File: config.mk
export PLATFORM = sky130hd
export DESIGN_NAME = classifier_helpers_bin_mask_sequencer
export DESIGN_NICKNAME = d
export VERILOG_FILES = /design/src/rtl/classifier_helpers_pkg.sv /design/src/rtl/classifier_helpers_bin_accumulator.sv /design/src/rtl/classifier_helpers_bin_mask_sequencer.sv
export SDC_FILE = /design/constraint.sdc
export NUM_CORES = 1
export LEC_CHECK = 0
export CAP_MARGIN = 0
export CORE_MARGIN = 2
export CORE_UTILIZATION = 59
export DETAILED_ROUTE_END_ITERATION = 8
export GPL_TIMING_DRIVEN = 0
export PLACE_DENSITY = 0.85
export SLEW_MARGIN = 20
export SYNTH_ARGS = -nofsm -noshare
export SYNTH_HDL_FRONTEND = slang
export SYNTH_SLANG_ARGS = --single-unit
File: constraint.sdc
create_clock -name clk -period 9.4 [get_ports clk]
set_clock_uncertainty 0.05 [all_clocks]
set_input_delay 1.41 -clock clk [delete_from_list [all_inputs] [get_ports clk]]
set_output_delay 1.41 -clock clk [all_outputs]
set_load 0.1 [all_outputs]
File: src/rtl/classifier_helpers_pkg.sv
// Shared types and helpers for the classifier helper blocks.
package classifier_helpers_pkg;

  typedef enum logic [1:0] {
    IDLE = 2'd0,
    CALC = 2'd1,
    DONE = 2'd2
  } bin_seq_state_t;

  // Right-shift that turns i*fs into the bin centre frequency for an N-point FFT.
  function automatic int unsigned bin_freq_shift(input int unsigned n_samples);
    return $clog2(n_samples) + 1;
  endfunction

endpackage

File: src/rtl/classifier_helpers_bin_accumulator.sv
// Bin counter plus wide accumulator: produces f_i = (i*fs) >> (log2(N)+1)
// incrementally, one bin per step, with no multiplier.
module classifier_helpers_bin_accumulator
  import classifier_helpers_pkg::*;
#(
  parameter int BIT_WIDTH = 32,
  parameter int N_SAMPLES = 16
) (
  input  logic                 clk,
  input  logic                 reset,
  input  logic                 clear,
  input  logic                 step,
  input  logic [BIT_WIDTH-1:0] fs,
  output logic [((N_SAMPLES > 1) ? $clog2(N_SAMPLES) : 1)-1:0] bin_idx,
  output logic [BIT_WIDTH-1:0] f_i,
  output logic                 last
);

  localparam int LOG2N = $clog2(N_SAMPLES);
  localparam int CNT_W = (LOG2N > 0) ? LOG2N : 1;
  localparam int ACC_W = BIT_WIDTH + LOG2N;
  localparam int SHIFT = int'(bin_freq_shift(N_SAMPLES));

  logic [CNT_W-1:0] cnt_q, cnt_d;
  logic [ACC_W-1:0] acc_q, acc_d;

  // Next counter/accumulator: clear wins over step; acc tracks i*fs exactly.
  always_comb begin
    cnt_d = cnt_q;
    acc_d = acc_q;
    if (clear) begin
      cnt_d = '0;
      acc_d = '0;
    end else if (step) begin
      cnt_d = cnt_q + CNT_W'(1);
      acc_d = acc_q + ACC_W'(fs);
    end
  end

  // Counter and accumulator registers, cleared on reset.
  always_ff @(posedge clk) begin
    if (reset) begin
      cnt_q <= '0;
      acc_q <= '0;
    end else begin
      cnt_q <= cnt_d;
      acc_q <= acc_d;
    end
  end

  // acc <= (N-1)*fs < 2^(ACC_W), so acc >> SHIFT always fits in BIT_WIDTH-1
  // bits; the top bit of f_i is therefore a constant zero.
  assign f_i     = BIT_WIDTH'(acc_q[ACC_W-1:SHIFT]);
  assign bin_idx = cnt_q;
  assign last    = (cnt_q == CNT_W'(N_SAMPLES - 1));

endmodule

File: src/rtl/classifier_helpers_bin_mask_sequencer.sv
// Walks the FFT bins one per cycle and builds a pass mask for the band
// [cutoff_lo, cutoff_hi]. Config arrives on a val/rdy request, the finished
// mask leaves on a val/rdy response.
module classifier_helpers_bin_mask_sequencer
  import classifier_helpers_pkg::*;
#(
  parameter int BIT_WIDTH = 32,
  parameter int N_SAMPLES = 16
) (
  input  logic                 clk,
  input  logic                 reset,
  input  logic                 recv_val,
  output logic                 recv_rdy,
  input  logic [BIT_WIDTH-1:0] sampling_freq,
  input  logic [BIT_WIDTH-1:0] cutoff_lo,
  input  logic [BIT_WIDTH-1:0] cutoff_hi,
  output logic                 send_val,
  input  logic                 send_rdy,
  output logic [N_SAMPLES-1:0] mask_out
);

  localparam int LOG2N = $clog2(N_SAMPLES);
  localparam int CNT_W = (LOG2N > 0) ? LOG2N : 1;

  if ((N_SAMPLES < 2) || ((N_SAMPLES & (N_SAMPLES - 1)) != 0)) begin : g_bad_n
    $error("N_SAMPLES must be a power of 2 and at least 2");
  end

  bin_seq_state_t       state_q, state_d;
  logic [BIT_WIDTH-1:0] fs_q, fs_d;
  logic [BIT_WIDTH-1:0] lo_q, lo_d;
  logic [BIT_WIDTH-1:0] hi_q, hi_d;
  logic [N_SAMPLES-1:0] mask_q, mask_d;

  logic                 acc_clear;
  logic                 acc_step;
  logic [CNT_W-1:0]     bin_idx;
  logic [BIT_WIDTH-1:0] bin_freq;
  logic                 bin_last;
  logic                 bin_hit;

  classifier_helpers_bin_accumulator #(
    .BIT_WIDTH (BIT_WIDTH),
    .N_SAMPLES (N_SAMPLES)
  ) u_acc (
    .clk     (clk),
    .reset   (reset),
    .clear   (acc_clear),
    .step    (acc_step),
    .fs      (fs_q),
    .bin_idx (bin_idx),
    .f_i     (bin_freq),
    .last    (bin_last)
  );

  // Inclusive unsigned band test for the bin currently being evaluated.
  always_comb begin
    bin_hit = (bin_freq >= lo_q) && (bin_freq <= hi_q);
  end

  // FSM next state, handshake outputs, config latch and mask update.
  always_comb begin
    state_d   = state_q;
    fs_d      = fs_q;
    lo_d      = lo_q;
    hi_d      = hi_q;
    mask_d    = mask_q;
    acc_clear = 1'b0;
    acc_step  = 1'b0;
    recv_rdy  = 1'b0;
    send_val  = 1'b0;
    case (state_q)
      IDLE: begin
        recv_rdy = 1'b1;
        if (recv_val) begin
          fs_d      = sampling_freq;
          lo_d      = cutoff_lo;
          hi_d      = cutoff_hi;
          mask_d    = '0;
          acc_clear = 1'b1;
          state_d   = CALC;
        end
      end
      CALC: begin
        mask_d[bin_idx] = bin_hit;
        acc_step        = 1'b1;
        if (bin_last) begin
          state_d = DONE;
        end
      end
      DONE: begin
        send_val = 1'b1;
        if (send_rdy) begin
          state_d = IDLE;
        end
      end
      default: begin
        state_d = IDLE;
      end
    endcase
  end

  // Control state and mask: both return to their idle values on reset.
  always_ff @(posedge clk) begin
    if (reset) begin
      state_q <= IDLE;
      mask_q  <= '0;
    end else begin
      state_q <= state_d;
      mask_q  <= mask_d;
    end
  end

  // Latched configuration; only meaningful after a request, so not reset.
  always_ff @(posedge clk) begin
    fs_q <= fs_d;
    lo_q <= lo_d;
    hi_q <= hi_d;
  end

  assign mask_out = mask_q;

endmodule

; ---- Word-level counts from Yosys, hierarchy flattened
; Cells that the tools add are included.
[totals]
reg_bits = 154
input_bits = 100
elab_cells = 41
[classes]
n_addsub = 2
magnitude_cmp = 4
n_eq_ne = 6
mux = 14
n_reduce_logical = 8
[op_table]
columns = operator, count
row1 = adder 36 x 32 -> 36 bit, 1
row2 = >= comparator 31 x 32 -> 1 bit, 1
row3 = less-or-equal comparator 31 x 32 -> 1 bit, 1
row4 = one-hot mux 16 bit (2 select lines), 1
row5 = bitwise mux 16 bit, 1
row6 = two-way mux 16 bit, 1
row7 = two-way mux 1 bit, 6
row8 = two-way mux 2 bit, 3
row9 = != test 2 bit (second input constant), 3
row10 = one-hot mux 2 bit (3 select lines), 1
row11 = < comparator 4 x 5 -> 1 bit (second input constant), 1
row12 = adder 4 x 1 -> 4 bit (second input constant), 1
row13 = demux 1 bit (select 4 bit), 1
row14 = equality test 4 bit (second input constant), 1
row15 = >= comparator 4 x 1 -> 1 bit (second input constant), 1
row16 = AND reduction 2 bit, 2
row17 = AND reduction 3 bit, 1
row18 = equality test 2 x 1 -> 1 bit (second input constant), 1
row19 = equality test 2 bit (second input constant), 1
row20 = logical AND 1 bit, 2
row21 = logical NOT 2 bit, 1
row22 = nonzero test 2 bit, 1
row23 = OR reduction 2 bit, 1

; ---- Longest topological paths before layout
[logic_depth]
ltp_word = 6
ltp_mapped = 12

; ---- Modules after synthesis
; A second synthesis with hierarchy kept.
[hier_totals]
cells_unflattened = 875
hier_area_um2 = 8887.3
[modules_own_cells]
columns = mod, n_inst, cells_each, area_each_um2, seq_area_each_um2
row1 = classifier_helpers_bin_mask_sequencer, 1, 406, 5281.3, 3243.1
row2 = classifier_helpers_bin_accumulator, 1, 469, 3606.0, 800.8

; ---- Worst setup path after synthesis
; No wires, ideal clock.
[synth_timing]
path_kind = reg-to-reg
start = register state_q[1]
end = register u_acc.acc_q[30]
arrival_ns = 5.124
required_time_ns = 9.228
slack_ns = 4.104
stages_incl_launch_ff = 7
cell_sequence = dfxtp_1 nor2_1 and2_1 nor2_1 and3_1 and3_1 a311o_1
[synth_via]
elab_chain_cells = 3
word_cells_on_any_way = 5
cone_classes = 1 x eq/ne / 2 x mux / 2 x reduce/logical
[synth_rtl]
columns = item, line_no
row1 = from (decl), classifier_helpers_bin_mask_sequencer.sv:29  ; bin_seq_state_t state_q, state_d;
row2 = from (signal assigned), classifier_helpers_bin_mask_sequencer.sv:109  ; state_q <= state_d;
row3 = logical NOT 2 bit, classifier_helpers_bin_mask_sequencer.sv:72  ; case (state_q)
row4 = two-way mux 1 bit, classifier_helpers_bin_mask_sequencer.sv:72
row5 = named net acc_clear, classifier_helpers_bin_mask_sequencer.sv:35  ; logic acc_clear;
row6 = OR reduction 2 bit (no line), n/a
row7 = to (signal assigned), classifier_helpers_bin_accumulator.sv:44  ; acc_q <= '0;
row8 = to (signal assigned), classifier_helpers_bin_accumulator.sv:47  ; acc_q <= acc_d;
row9 = to (decl), classifier_helpers_bin_accumulator.sv:25  ; logic [ACC_W-1:0] acc_q, acc_d;
; The timed path passes the listed nets, and every way through them passes these cells.
; A chain may end at the register's enable or synchronous reset.

; ---- Worst setup path after layout
[layout_timing]
start = register state_q[1]
end = output port send_val
[layout_via]
elab_chain_cells = 2
[layout_rtl]
columns = item, line_no
row1 = equality test 2 bit, classifier_helpers_bin_mask_sequencer.sv:72
row2 = two-way mux 1 bit, classifier_helpers_bin_mask_sequencer.sv:72
row3 = to (decl), classifier_helpers_bin_mask_sequencer.sv:17  ; output logic send_val,
; Every way passes these cells.

==> impl_metrics.ini <==
[global_routing]
grt_max_degree = 55
overflow = 0
antenna_found_initial = 0
grt_pass1_vias = 6441
groute.usage.overall_pct = 26.0
grt_pass1_wl_um = 29800

[sta]
slew_headroom_pct = 35.0
setup_slack_ns = 5.74
setup_tns_ns = 0
fmax_mhz = 273
period_share_pct = 38.9
hold_viol = 0
final_max_slew_viol_count = 0
rsz0062_at_grt = false
min_period_ns = 3.66
setup_viol = 0
worst_slew_pin_slew_ns = 0.972

[detailed_routing]
wl_met1_um = 7860
drt_iter0_drc = 504
dr.pass1.iters = 6
vias = 6360
drtAntennaViolNets = 0
totalWireLength_um = 18400
routed_via_density = 5.71
drc = 0
wl_per_cell_um = 16.5
dr_wl_met3_um = 872
wl_met2_um = 9170
highest_layer = met4

[cells_and_area]
syn_to_final_growth_pct = 24.3
final_core_util_pct = 74.4
seq_area_mm2 = 0.00404
multiInputGateArea_mm2 = 0.00384
post-route-cell-area_mm2 = 0.0102
n_antenna_cell = 0
drive_gt1_share_pct = 5.89
final_nets = 1119
nFillCells = 974

[setup_path]
crit_buf_inv = 1
crit_type = flip-flop to output port
required_ns = 7.94
reg2reg_slack_ns = 6.25
worst-path-stages = 2
cp-end-kind = output port
start_kind = flip-flop
worstPathCellList = nor2b_1 -> clkdlybuf4s50_1
critical-path-top-delay-family = buffers and inverters
crit_path_max_incr_delay_ns = 1.16
arrival_ns = 2.20
crit_path_top_delay_cell = clkdlybuf4s50_1
path_max_fanout = 5
reg2reg_depth = 11

[power_and_ir_drop]
power_density_mw_per_mm2 = 165
irDropWorstVdd_v = 0.000160
p_int_w = 0.00126
p_switching_w = 0.000427
p_clk_share_pct = 40.3
seqPwrFrac_pct = 45.8
pwr-share-comb_pct = 13.9
leakagePower_nw = 4.34
p_sw_share_pct = 25.3

[yosys]
synth_cell_types = 64
synth-seq-area-share_pct = 49.1
synth_nets = 982
ys_top_cells_by_area = edfxtp_1 35%, ha_1 15%, dfxtp_1 14%, a21oi_1 4.6%, inv_1 3.2%
netlist_area_mm2 = 0.00824
synthArstFlopShare_pct = 0
syn_area_per_cell_um2 = 10.5
synth_top_cell_area_share_pct = 35.0
syn_inst = 783
synth_top_cell_by_area = edfxtp_1
ys_seq_elements = 154
synth_edf_count = 96
ys.flop_type = edfxtp_1
yosys_warnings = 0

[placement]
gp_congestion = 0.932
port_buffers = 117
place_ws_ns = 5.40
dp_hpwl_um = 13400
placed_area_mm2 = 0.00966

[hold_path]
min_path_type = flip-flop to flip-flop
hold_path_depth = 2

[clock_tree]
cts_setup_buffers = 0
htreeDepth = 4
clock_path_buffers = 2
hold_buffers = 0
post_cts_resized = 0
clkSinkCount = 154
cts_tree = done
numCtsBuffers = 17
clk_pin_slew_ns = 0.06
clock_latency_ns = 0.43
clockRootBuffer = clkbuf_16

[floorplanning]
num_rows = 43
die_h_um = 122
coreArea_mm2 = 0.0138
pin_count = 118
start_util_pct = 59.9
die_x_um = 122
die-area_mm2 = 0.0149

[status]
run_status = completed

[run]
drv_cap = 0
==> state kept, by name (all words and copies together), names as in the netlist <==
signal and cells:
state_q 2, mask_out 16, fs_q 32, u_acc.bin_idx 4, hi_q 32, u_acc.acc_q 36
lo_q 32
==> cells in the mapped netlist, drive strengths merged, types with 3 or more instances <==
| cell | number |
|---|---|
| nand2b | 7 |
| xnor2 | 19 |
| edfxtp | 96 |
| nand4 | 16 |
| a21o | 31 |
| o21ai | 42 |
| and3 | 5 |
| xor2 | 11 |
| inv | 71 |
| o31ai | 3 |
| nor2b | 9 |
| dfxtp | 58 |
| o21a | 5 |
| ha | 98 |
| nor2 | 33 |
| clkbuf | 13 |
| o21bai | 4 |
| a211o | 3 |
| a211oi | 7 |
| nor3b | 3 |
| nand2 | 70 |
| a21oi | 79 |
| a2111oi | 3 |
| o211ai | 5 |
| buf | 7 |
| nand3 | 42 |
| and2 | 6 |
| nor3 | 8 |
==> layer usage <==
metal,up-vias,track usage [%]
met5,-,0
met3,35,5.62
li1,3120,-
met4,0,9.63
met1,2998,31.3
met2,207,45.6
==> cells in the final DEF, fill, tap and decap left out, types with 3 or more instances in the layout <==
cell	synthesis	layout
a211o_1	3	3
a211oi_1	3	3
a211oi_2	4	4
a21o_1	31	31
a21oi_1	76	76
and2_1	5	4
and3_1	5	5
buf_1	5	5
clkbuf_1	13	13
clkbuf_16	0	17
clkdlybuf4s50_1	0	117
clkinv_4	0	3
dfxtp_1	58	58
edfxtp_1	96	96
ha_1	98	98
inv_1	71	71
inv_6	0	3
nand2_1	70	70
nand2b_1	7	7
nand3_1	42	42
nand4_1	16	16
nor2_1	32	32
nor2b_1	9	9
nor3_1	8	8
o211ai_1	5	5
o21a_1	5	5
o21ai_0	38	38
o21bai_1	4	4
o31ai_1	3	3
xnor2_1	19	19
xor2_1	11	11
==> final cells by class <==
type,count,share of cell area [%]
multi-input cells,538,37.5
well taps,180,2.20
clock inverters,14,1.42
flip-flops and latches,154,39.5
inverters,71,2.60
plain buffers,20,0.904
clock buffers,18,4.29
repair buffers,118,11.6
==> worst register-to-register path: stages, from the launching register on <==
cell and delay, ns:
edfxtp_1 0.37, ha_1 0.26, fa_1 0.45, a211oi_2 0.27
o21ai_1 0.11, a211oi_2 0.36, o221ai_2 0.23, a41oi_1 0.38
o21ai_0 0.16, xnor2_1 0.17, nand2_1 0.07, a21oi_1 0.19
==> metrics by stage <==
step | instances | hold slack, ns | total power [W]
final | 1113 | 0.426 | 0.00169
after floorplan | 783 | 0.386 | 0.000930
after detailed placement | 1081 | 0.411 | 0.00102
after global placement | 1080 | 0.394 | 0.00101
after CTS | 1113 | 0.429 | 0.00169
after global routing | 1113 | 0.454 | 0.00175
==> worst paths after layout <==
kind / start / end
worst max register to register: fs_q[0] / u_acc.acc_q[20]
worst max-delay path: state_q[1] / send_val
worst min register to register: mask_out[11] / mask_out[11]
worst min-delay path: mask_out[11] / mask_out[11]
==> power by group through the flow <==
stage                     logic, W  registers (W)  clock network, W
final                     0.000235       0.000774          0.000681
after global routing      0.000261       0.000776          0.000714
after CTS                 0.000234       0.000774          0.000685
after detailed placement  0.000230       0.000788                 0
after global placement    0.000221       0.000790                 0
after floorplan           0.000148       0.000783                 0
==> cell families after synthesis <==
| family | after synthesis | share of synthesized area, % |
|---|---|---|
| AO/OA/AOI/OAI | 199 | 15.9 |
| XOR/XNOR | 30 | 3.19 |
| adder cells (fa/ha/maj) | 99 | 15.1 |
| buffers and inverters | 91 | 4.36 |
| flip-flops | 154 | 49.1 |
| multiplexers | 1 | 0.121 |
| AND/OR/NAND/NOR | 209 | 12.2 |
Note: power is estimated with default switching activity, not from simulation.
